File: config.mk
export PLATFORM = sky130hd
export DESIGN_NAME = uart_fp_tx
export DESIGN_NICKNAME = d
export VERILOG_FILES = /design/src/rtl/uart_fp_tx.sv
export SDC_FILE = /design/constraint.sdc
export NUM_CORES = 1
export LEC_CHECK = 0
export ABC_AREA = 1
export ABC_CLOCK_PERIOD_IN_PS = 3100
export BUFFER_PORTS_ARGS = -buffer_cell sky130_fd_sc_hd__clkbuf_2
export CORE_MARGIN = 4
export CORE_UTILIZATION = 45
export CTS_BUF_LIST = sky130_fd_sc_hd__clkbuf_4 sky130_fd_sc_hd__clkbuf_8 sky130_fd_sc_hd__clkbuf_16
export DETAILED_ROUTE_END_ITERATION = 10
export PLACE_DENSITY_LB_ADDON = 0.2
export SYNTH_ARGS = -nofsm -noshare
export SYNTH_HDL_FRONTEND = slang
export SYNTH_SLANG_ARGS = --single-unit
File: constraint.sdc
create_clock -name clk -period 3.1 [get_ports clk]
set_input_delay 0.155 -clock clk [delete_from_list [all_inputs] [get_ports clk]]
set_output_delay 0.155 -clock clk [all_outputs]
set_load 0.01 [all_outputs]
File: src/rtl/uart_fp_tx.sv
// uart_fp_tx: shifts one DATA_W-bit field element out as LSB-byte-first 8N1 frames.
// Define UART_FP_TX_HEADER_EN to prefix every word with a 0xA5 header frame.
module uart_fp_tx #(
  parameter int CLK_FREQ  = 100000000,
  parameter int BAUD_RATE = 460800,
  parameter int DATA_W    = 289
) (
  input  logic              clk,
  input  logic              rst_n,
  input  logic [DATA_W-1:0] in_data,
  input  logic              in_valid,
  output logic              in_ready,
  output logic              tx,
  output logic              busy,
  output logic              done
);

  // state | meaning
  // IDLE  | line high, waiting for a word
  // START | start bit (tx=0) for BAUD_DIV cycles
  // DATA  | 8 data bits of the current byte, LSB first
  // STOP  | stop bit (tx=1); then next frame or back to IDLE with done

  localparam int BAUD_DIV  = CLK_FREQ / BAUD_RATE;
  localparam int NUM_BYTES = (DATA_W + 7) / 8;
`ifdef UART_FP_TX_HEADER_EN
  localparam int NUM_FRAMES = NUM_BYTES + 1;
`else
  localparam int NUM_FRAMES = NUM_BYTES;
`endif
  localparam int SHIFT_W = NUM_FRAMES * 8;
  localparam int LOAD_W  = SHIFT_W - 8;
  localparam int BAUD_W  = (BAUD_DIV > 1) ? $clog2(BAUD_DIV) : 1;
  localparam int BYTE_W  = (NUM_FRAMES > 1) ? $clog2(NUM_FRAMES) : 1;

  localparam logic [BAUD_W-1:0] BAUD_LAST = BAUD_W'(BAUD_DIV - 1);
  localparam logic [BYTE_W-1:0] BYTE_LAST = BYTE_W'(NUM_FRAMES - 1);

  typedef enum logic [1:0] {IDLE, START, DATA, STOP} state_t;

  state_t               state;
  logic [BAUD_W-1:0]    baud_cnt;
  logic [2:0]           bit_cnt;
  logic [BYTE_W-1:0]    byte_cnt;
  logic [SHIFT_W-1:0]   shift_q;
  logic [SHIFT_W-1:0]   load_word;
  logic [7:0]           cur_byte;
  logic [2:0]           bit_nxt;
  logic                 baud_end;

  // Upper pad bits of the shift register are zero-filled by the widening cast.
`ifdef UART_FP_TX_HEADER_EN
  assign load_word = {LOAD_W'(in_data), 8'hA5};
`else
  assign load_word = SHIFT_W'(in_data);
`endif

  assign cur_byte = shift_q[7:0];
  assign bit_nxt  = bit_cnt + 3'd1;
  assign baud_end = (baud_cnt == BAUD_LAST);

  always_ff @(posedge clk or negedge rst_n) begin
    if (!rst_n) begin
      state    <= IDLE;
      baud_cnt <= '0;
      bit_cnt  <= '0;
      byte_cnt <= '0;
      shift_q  <= '0;
      tx       <= 1'b1;
      in_ready <= 1'b1;
      busy     <= 1'b0;
      done     <= 1'b0;
    end else begin
      done <= 1'b0;
      case (state)
        IDLE: begin
          if (in_valid && in_ready) begin
            shift_q  <= load_word;
            baud_cnt <= '0;
            bit_cnt  <= '0;
            byte_cnt <= '0;
            tx       <= 1'b0;
            in_ready <= 1'b0;
            busy     <= 1'b1;
            state    <= START;
          end
        end
        START: begin
          if (baud_end) begin
            baud_cnt <= '0;
            bit_cnt  <= '0;
            tx       <= cur_byte[0];
            state    <= DATA;
          end else begin
            baud_cnt <= baud_cnt + BAUD_W'(1);
          end
        end
        DATA: begin
          if (baud_end) begin
            baud_cnt <= '0;
            if (bit_cnt == 3'd7) begin
              tx    <= 1'b1;
              state <= STOP;
            end else begin
              bit_cnt <= bit_nxt;
              tx      <= cur_byte[bit_nxt];
            end
          end else begin
            baud_cnt <= baud_cnt + BAUD_W'(1);
          end
        end
        STOP: begin
          if (baud_end) begin
            baud_cnt <= '0;
            // Returning to IDLE re-opens in_ready in the done cycle so a held
            // in_valid is taken on the very next edge.
            if (byte_cnt == BYTE_LAST) begin
              done     <= 1'b1;
              in_ready <= 1'b1;
              busy     <= 1'b0;
              state    <= IDLE;
            end else begin
              byte_cnt <= byte_cnt + BYTE_W'(1);
              shift_q  <= {8'h00, shift_q[SHIFT_W-1:8]};
              tx       <= 1'b0;
              state    <= START;
            end
          end else begin
            baud_cnt <= baud_cnt + BAUD_W'(1);
          end
        end
        default: begin
          tx       <= 1'b1;
          in_ready <= 1'b1;
          busy     <= 1'b0;
          state    <= IDLE;
        end
      endcase
    end
  end

endmodule

After elaboration in Yosys (flattened, before gate mapping)
Index checks and enable logic that the tools add are counted.
{"block": "word_totals", "out_inout_bits": 4, "input_bits": 292, "ff_bits": 319}
{"block": "op_classes", "addsub": 3, "n_reduce_logical": 10, "n_lt_le_gt_ge": 1, "n_mux": 42, "n_eq_ne": 14}
{"cell": "two-way mux 296 bit", "n": 3}
{"cell": "one-hot mux 296 bit (2 select lines)", "n": 1}
{"cell": "two-way mux 6 bit", "n": 3}
{"cell": "two-way mux 1 bit", "n": 16}
{"cell": "two-way mux 8 bit", "n": 2}
{"cell": "inequality test 2 bit, second input constant", "n": 8}
{"cell": "one-hot mux 8 bit (2 select lines)", "n": 1}
{"cell": "AND reduction 5 bit", "n": 3}
{"cell": "two-way mux 3 bit", "n": 4}
{"cell": "one-hot mux 6 bit (2 select lines)", "n": 1}
{"cell": "two-way mux 2 bit", "n": 5}
{"cell": "one-hot mux 3 bit (3 select lines)", "n": 1}
{"cell": "adder 8 x 1 -> 8 bit, second input constant", "n": 1}
{"cell": "== test 8 bit, second input constant", "n": 1}
{"cell": "one-hot mux 2 bit (4 select lines)", "n": 1}
{"cell": "AND reduction 4 bit", "n": 2}
{"cell": "adder 6 x 1 -> 6 bit, second input constant", "n": 1}
{"cell": "== test 6 bit, second input constant", "n": 1}
{"cell": "== test 2 bit, second input constant", "n": 2}
{"cell": "less-than comparator 3 x 4 -> 1 bit, second input constant", "n": 1}
{"cell": "one-hot mux 1 bit (2 select lines)", "n": 2}
{"cell": "one-hot mux 1 bit (4 select lines)", "n": 1}
{"cell": "adder 3 x 1 -> 3 bit, second input constant", "n": 1}
{"cell": "binary-select mux 1 bit (select 3 bit)", "n": 1}
{"cell": "other kinds (7)", "n": 7}

Longest topological paths before layout
{"block": "depth", "word_depth": 6, "ltp_mapped": 12, "depth_no_buf": 12}

Worst setup path after synthesis
OpenSTA, ideal clock, no wires.
{"block": "synth_timing", "kind": "register -> register", "start": "reg state[0]", "end": "reg shift_q[10]", "setup_slack_ns": 1.306, "stages_incl_launch_ff": 11, "period_less_slack_ns": 1.794, "required_time_ns": 2.968, "arrival_ns": 1.662, "path_cell_list": "dfrtp_1 inv_1 ha_1 nand2_4 inv_1 a21oi_4 nand3_4 buf_6 buf_6 nand2_1 o21ai_0"}
{"block": "synth_via", "elab_chain_cells": 3, "elab_cells_between_ends": 8, "cone_classes": "eq/ne (4); mux (1); reduce/logical (3)"}
{"item": "from (decl)", "line": "41", "text": "state_t state;"}
{"item": "from (signal assigned)", "line": "64", "text": "state <= IDLE;"}
{"item": "from (signal assigned)", "line": "85", "text": "state <= START;"}
{"item": "from (signal assigned)", "line": "93", "text": "state <= DATA;"}
{"item": "== test 2 bit or zero test 2 bit (tied branches)", "line": "75", "text": "case (state)"}
{"item": "inequality test 2 bit (no source line) or nonzero test 2 bit (tied branches)"}
{"item": "AND reduction 4 bit (no source line)"}
{"item": "to (signal assigned)", "line": "78", "text": "shift_q <= load_word;"}
{"item": "to (signal assigned)", "line": "124", "text": "shift_q <= {8'h00, shift_q[SHIFT_W-1:8]};"}
{"item": "to (decl)", "line": "45", "text": "logic [SHIFT_W-1:0] shift_q;"}
Parallel ways exist; a longest one is shown, timed or not.
A chain may end at the register's enable or synchronous reset.

Final worst setup path
{"block": "layout_timing", "start": "reg state[0]", "end": "reg shift_q[144]"}
Same word-level chain as after synthesis.

==> metrics.cfg <==
[setup_path]
cp_data_arrival_time_ps = 2800
crit_path_max_fanout = 90
regToRegStartpoint = state[0]
start_kind = register
r2r_end = shift_q[144]
setup.worst_path.end_class = register
worstSetupPathType = reg -> reg
rrSetupSlack_ps = 710
reg2reg_depth = 10
required_ps = 3510

[cts]
cts_buffers = 36
cts.reportedPaths.clkPinSlew_ps = 60
clockBufferDepth = 3
cts_tree = done
clk_latency_ps = 500
cts_htree_levels = 2
cts_sinks = 312
cts-root-buf = clkbuf_16

[placed_design]
gp_congestion = 0.7614
io_buffers = 295
place_ws_ps = 754.6
dp_hpwl_mm = 23.91

[logic_synthesis]
synth_edf_count = 0
yosys.area_share.simple_pct = 12.00
synth_cell_types = 36
ys_ff_latch = 312
ys.flop_type = dfrtp_1
synth_area_um2 = 15340
synthMuxAreaShare_pct = 16.64
synth-compound-area-share_pct = 13.16
netlist.area_leader.share_pct = 50.56
synthAdderAreaFrac_pct = 0.8971
synthArstFlopShare_pct = 100.0
synth_warnings = 0
synth_seq_area_share_pct = 50.91
synthXorXnorAreaFrac_pct = 0.1142
syn_avg_cell_area_um2 = 10.39
synth_top_family_by_area = multiplexers
syn_nets = 1779
synth_top_cell_by_area = dfrtp_1
syn_inst = 1476
synth_area_leaders = dfrtp_1, mux2i_1, nand2_1

[drt]
first_pass_iters = 5
routed_wl_mm = 39.61
drtAntennaViolNets = 0
drc = 0
vias = 12302
routedWlPerCell_um = 15.92
viasPerCell = 4.945
drt_iter0_markers = 868

[finish]
multi_input_area_um2 = 6580
area_delta_synth_final_pct = 35.95
register_area_um2 = 7810
drive_above_1_share_pct = 25.09
final_nets = 2318
nFillCells = 2660

[worst_hold_path]
whs_endpoint = shift_q[109]
whs_path_depth = 3
hold_class = in -> reg
holdCritStartpoint = in_data[109]

[sta]
finalCriticalPeriod_ps = 2391
tns_ps = 0
max_freq_ghz = 0.4183
final.setup.worst_slack_ps = 709.1
whs_ps = 17.09
worst_pin_slew_ps = 1281
maxSlewViolCount = 0
finClkSkew_ps = 6.212
maxSlewHeadroom_pct = 14.58
rsz0062_at_grt = no
finalHoldViolCount = 0
setup_viol = 0
fin_crit_sh_pct = 77.13

[power_and_ir_drop]
irDropWorstVdd_mv = 0.3733
powerDensity_nw_per_um2 = 428.4
leakage_nw = 9.454

[run]
cap_violations = 0

[floorplanning]
die-width_um = 192.6
rows = 67
fp.dieH_um = 192.6
core_area_um2 = 33620
dieArea_um2 = 37110
start_util_pct = 45.64
io_pins = 296

[global_route]
grt_antenna_before_repair = 4
grt_max_degree = 164
grt_pass1_vias = 12790
grt.overflow.total = 0
gr-usage-all-layers_pct = 21.02
grt_pass1_wl_mm = 63.72

[run_status]
status = completed

[power by group]
group / internal [W] / leakage (nW) / switching (W)
Combinational: 0.000428 / 4.59 / 0.000293
Clock: 0.00254 / 0.586 / 0.00160
Sequential: 0.00407 / 4.28 / 0
Total: 0.00704 / 9.45 / 0.00189
[registers in the layout, summed over array words and instances (netlist names), 2 cells and up]
| name | count |
|---|---|
| byte_cnt | 6 |
| bit_cnt | 3 |
| baud_cnt | 8 |
| shift_q | 289 |
| state | 2 |
[cell usage in the layout (no fill, tap or decap), types with 3 or more instances in the layout]
cell type,instances
clkbuf_16,37
or2_2,19
o21ai_0,23
o211ai_1,19
clkbuf_2,294
o21ai_1,143
diode_2,3
dlygate4sd3_1,287
buf_4,6
mux2i_1,255
nor2_1,32
clkbuf_4,10
ha_1,10
nand2_1,374
nor3_1,5
clkbuf_8,8
dfrtp_1,310
clkinv_2,3
nand3_1,18
inv_1,33
a21oi_1,7
o21ai_2,108
buf_12,10
[worst max-delay path by stage]
stage | start | endpoint | slack, ps
2_1_floorplan | state[0] | shift_q[10] | 1310
3_3_place_gp | state[0] | shift_q[283] | 840
3_5_place_dp | state[0] | shift_q[283] | 750
4_1_cts | state[0] | shift_q[283] | 740
5_1_grt | state[0] | shift_q[281] | 490
6_report | state[0] | shift_q[144] | 710
[layout make-up]
cell class,count,area share [%]
Clock inverter,5,0.2519
Timing Repair Buffer,598,22.08
Antenna cell,3,0.03599
Sequential cell,312,37.44
Multi-Input combinational cell,1032,31.55
Clock buffer,55,5.327
Tap cell,448,2.687
Inverter,35,0.6299
[synth_stat cells (2+ instances only)]
cell and number:
nand2_1 374, dfrtp_1 310, mux2i_1 255, o21ai_1 143, o21ai_2 108, buf_6 56, inv_1 33, nor2_1 32
buf_2 27, o21ai_0 23, o211ai_1 19, or2_2 19, nand3_1 18, ha_1 11, clkbuf_1 8, a21oi_1 7
nor3_1 5, buf_4 4, buf_1 2, dfstp_2 2, inv_2 2, nand2_4 2, nand4_1 2, xor2_1 2
[logic make-up after synthesis]
| logic type | count (synthesis) |
|---|---|
| buffers and inverters | 132 |
| XOR/XNOR | 2 |
| AO/OA/AOI/OAI | 307 |
| flip-flops | 312 |
| AND/OR/NAND/NOR | 457 |
| adder cells (fa/ha/maj) | 11 |
| multiplexers | 255 |
[through the flow]
step	instance area, µm²	instances	power, W	utilization [%]
2_1_floorplan	15340	1476	0.004251	-
3_3_place_gp	16810	2138	0.004570	50.02
3_5_place_dp	16810	2138	0.004572	50.02
4_1_cts	20840	2484	0.009056	61.99
5_1_grt	20860	2488	0.009326	62.05
6_report	20860	2488	0.008936	62.05
[metal layers]
| metal | global-route usage, % | routed length [µm] | vias up |
|---|---|---|---|
| li1 | - | - | 6094 |
| met1 | 27.68 | 17060 | 5802 |
| met2 | 35.22 | 19230 | 305 |
| met3 | 3.980 | 2111 | 99 |
| met4 | 6.747 | 1210 | 2 |
| met5 | 0 | 7 | - |
[repair_timing]
item                      4_1_cts  5_1_grt
hold endpoints to repair      341        1
hold buffers                  286        1
setup buffers                   0        0
gates resized for setup         0        0
[worst max-delay path, stage by stage (launching register included)]
cell and delay [ps]:
dfrtp_1 460, inv_1 140, ha_1 220, nand2_4 100, inv_1 210, a21oi_4 70, nand3_4 220, buf_12 210
buf_12 360, nand2_1 140, o21ai_1 130
(Power assumes the default switching activity.)
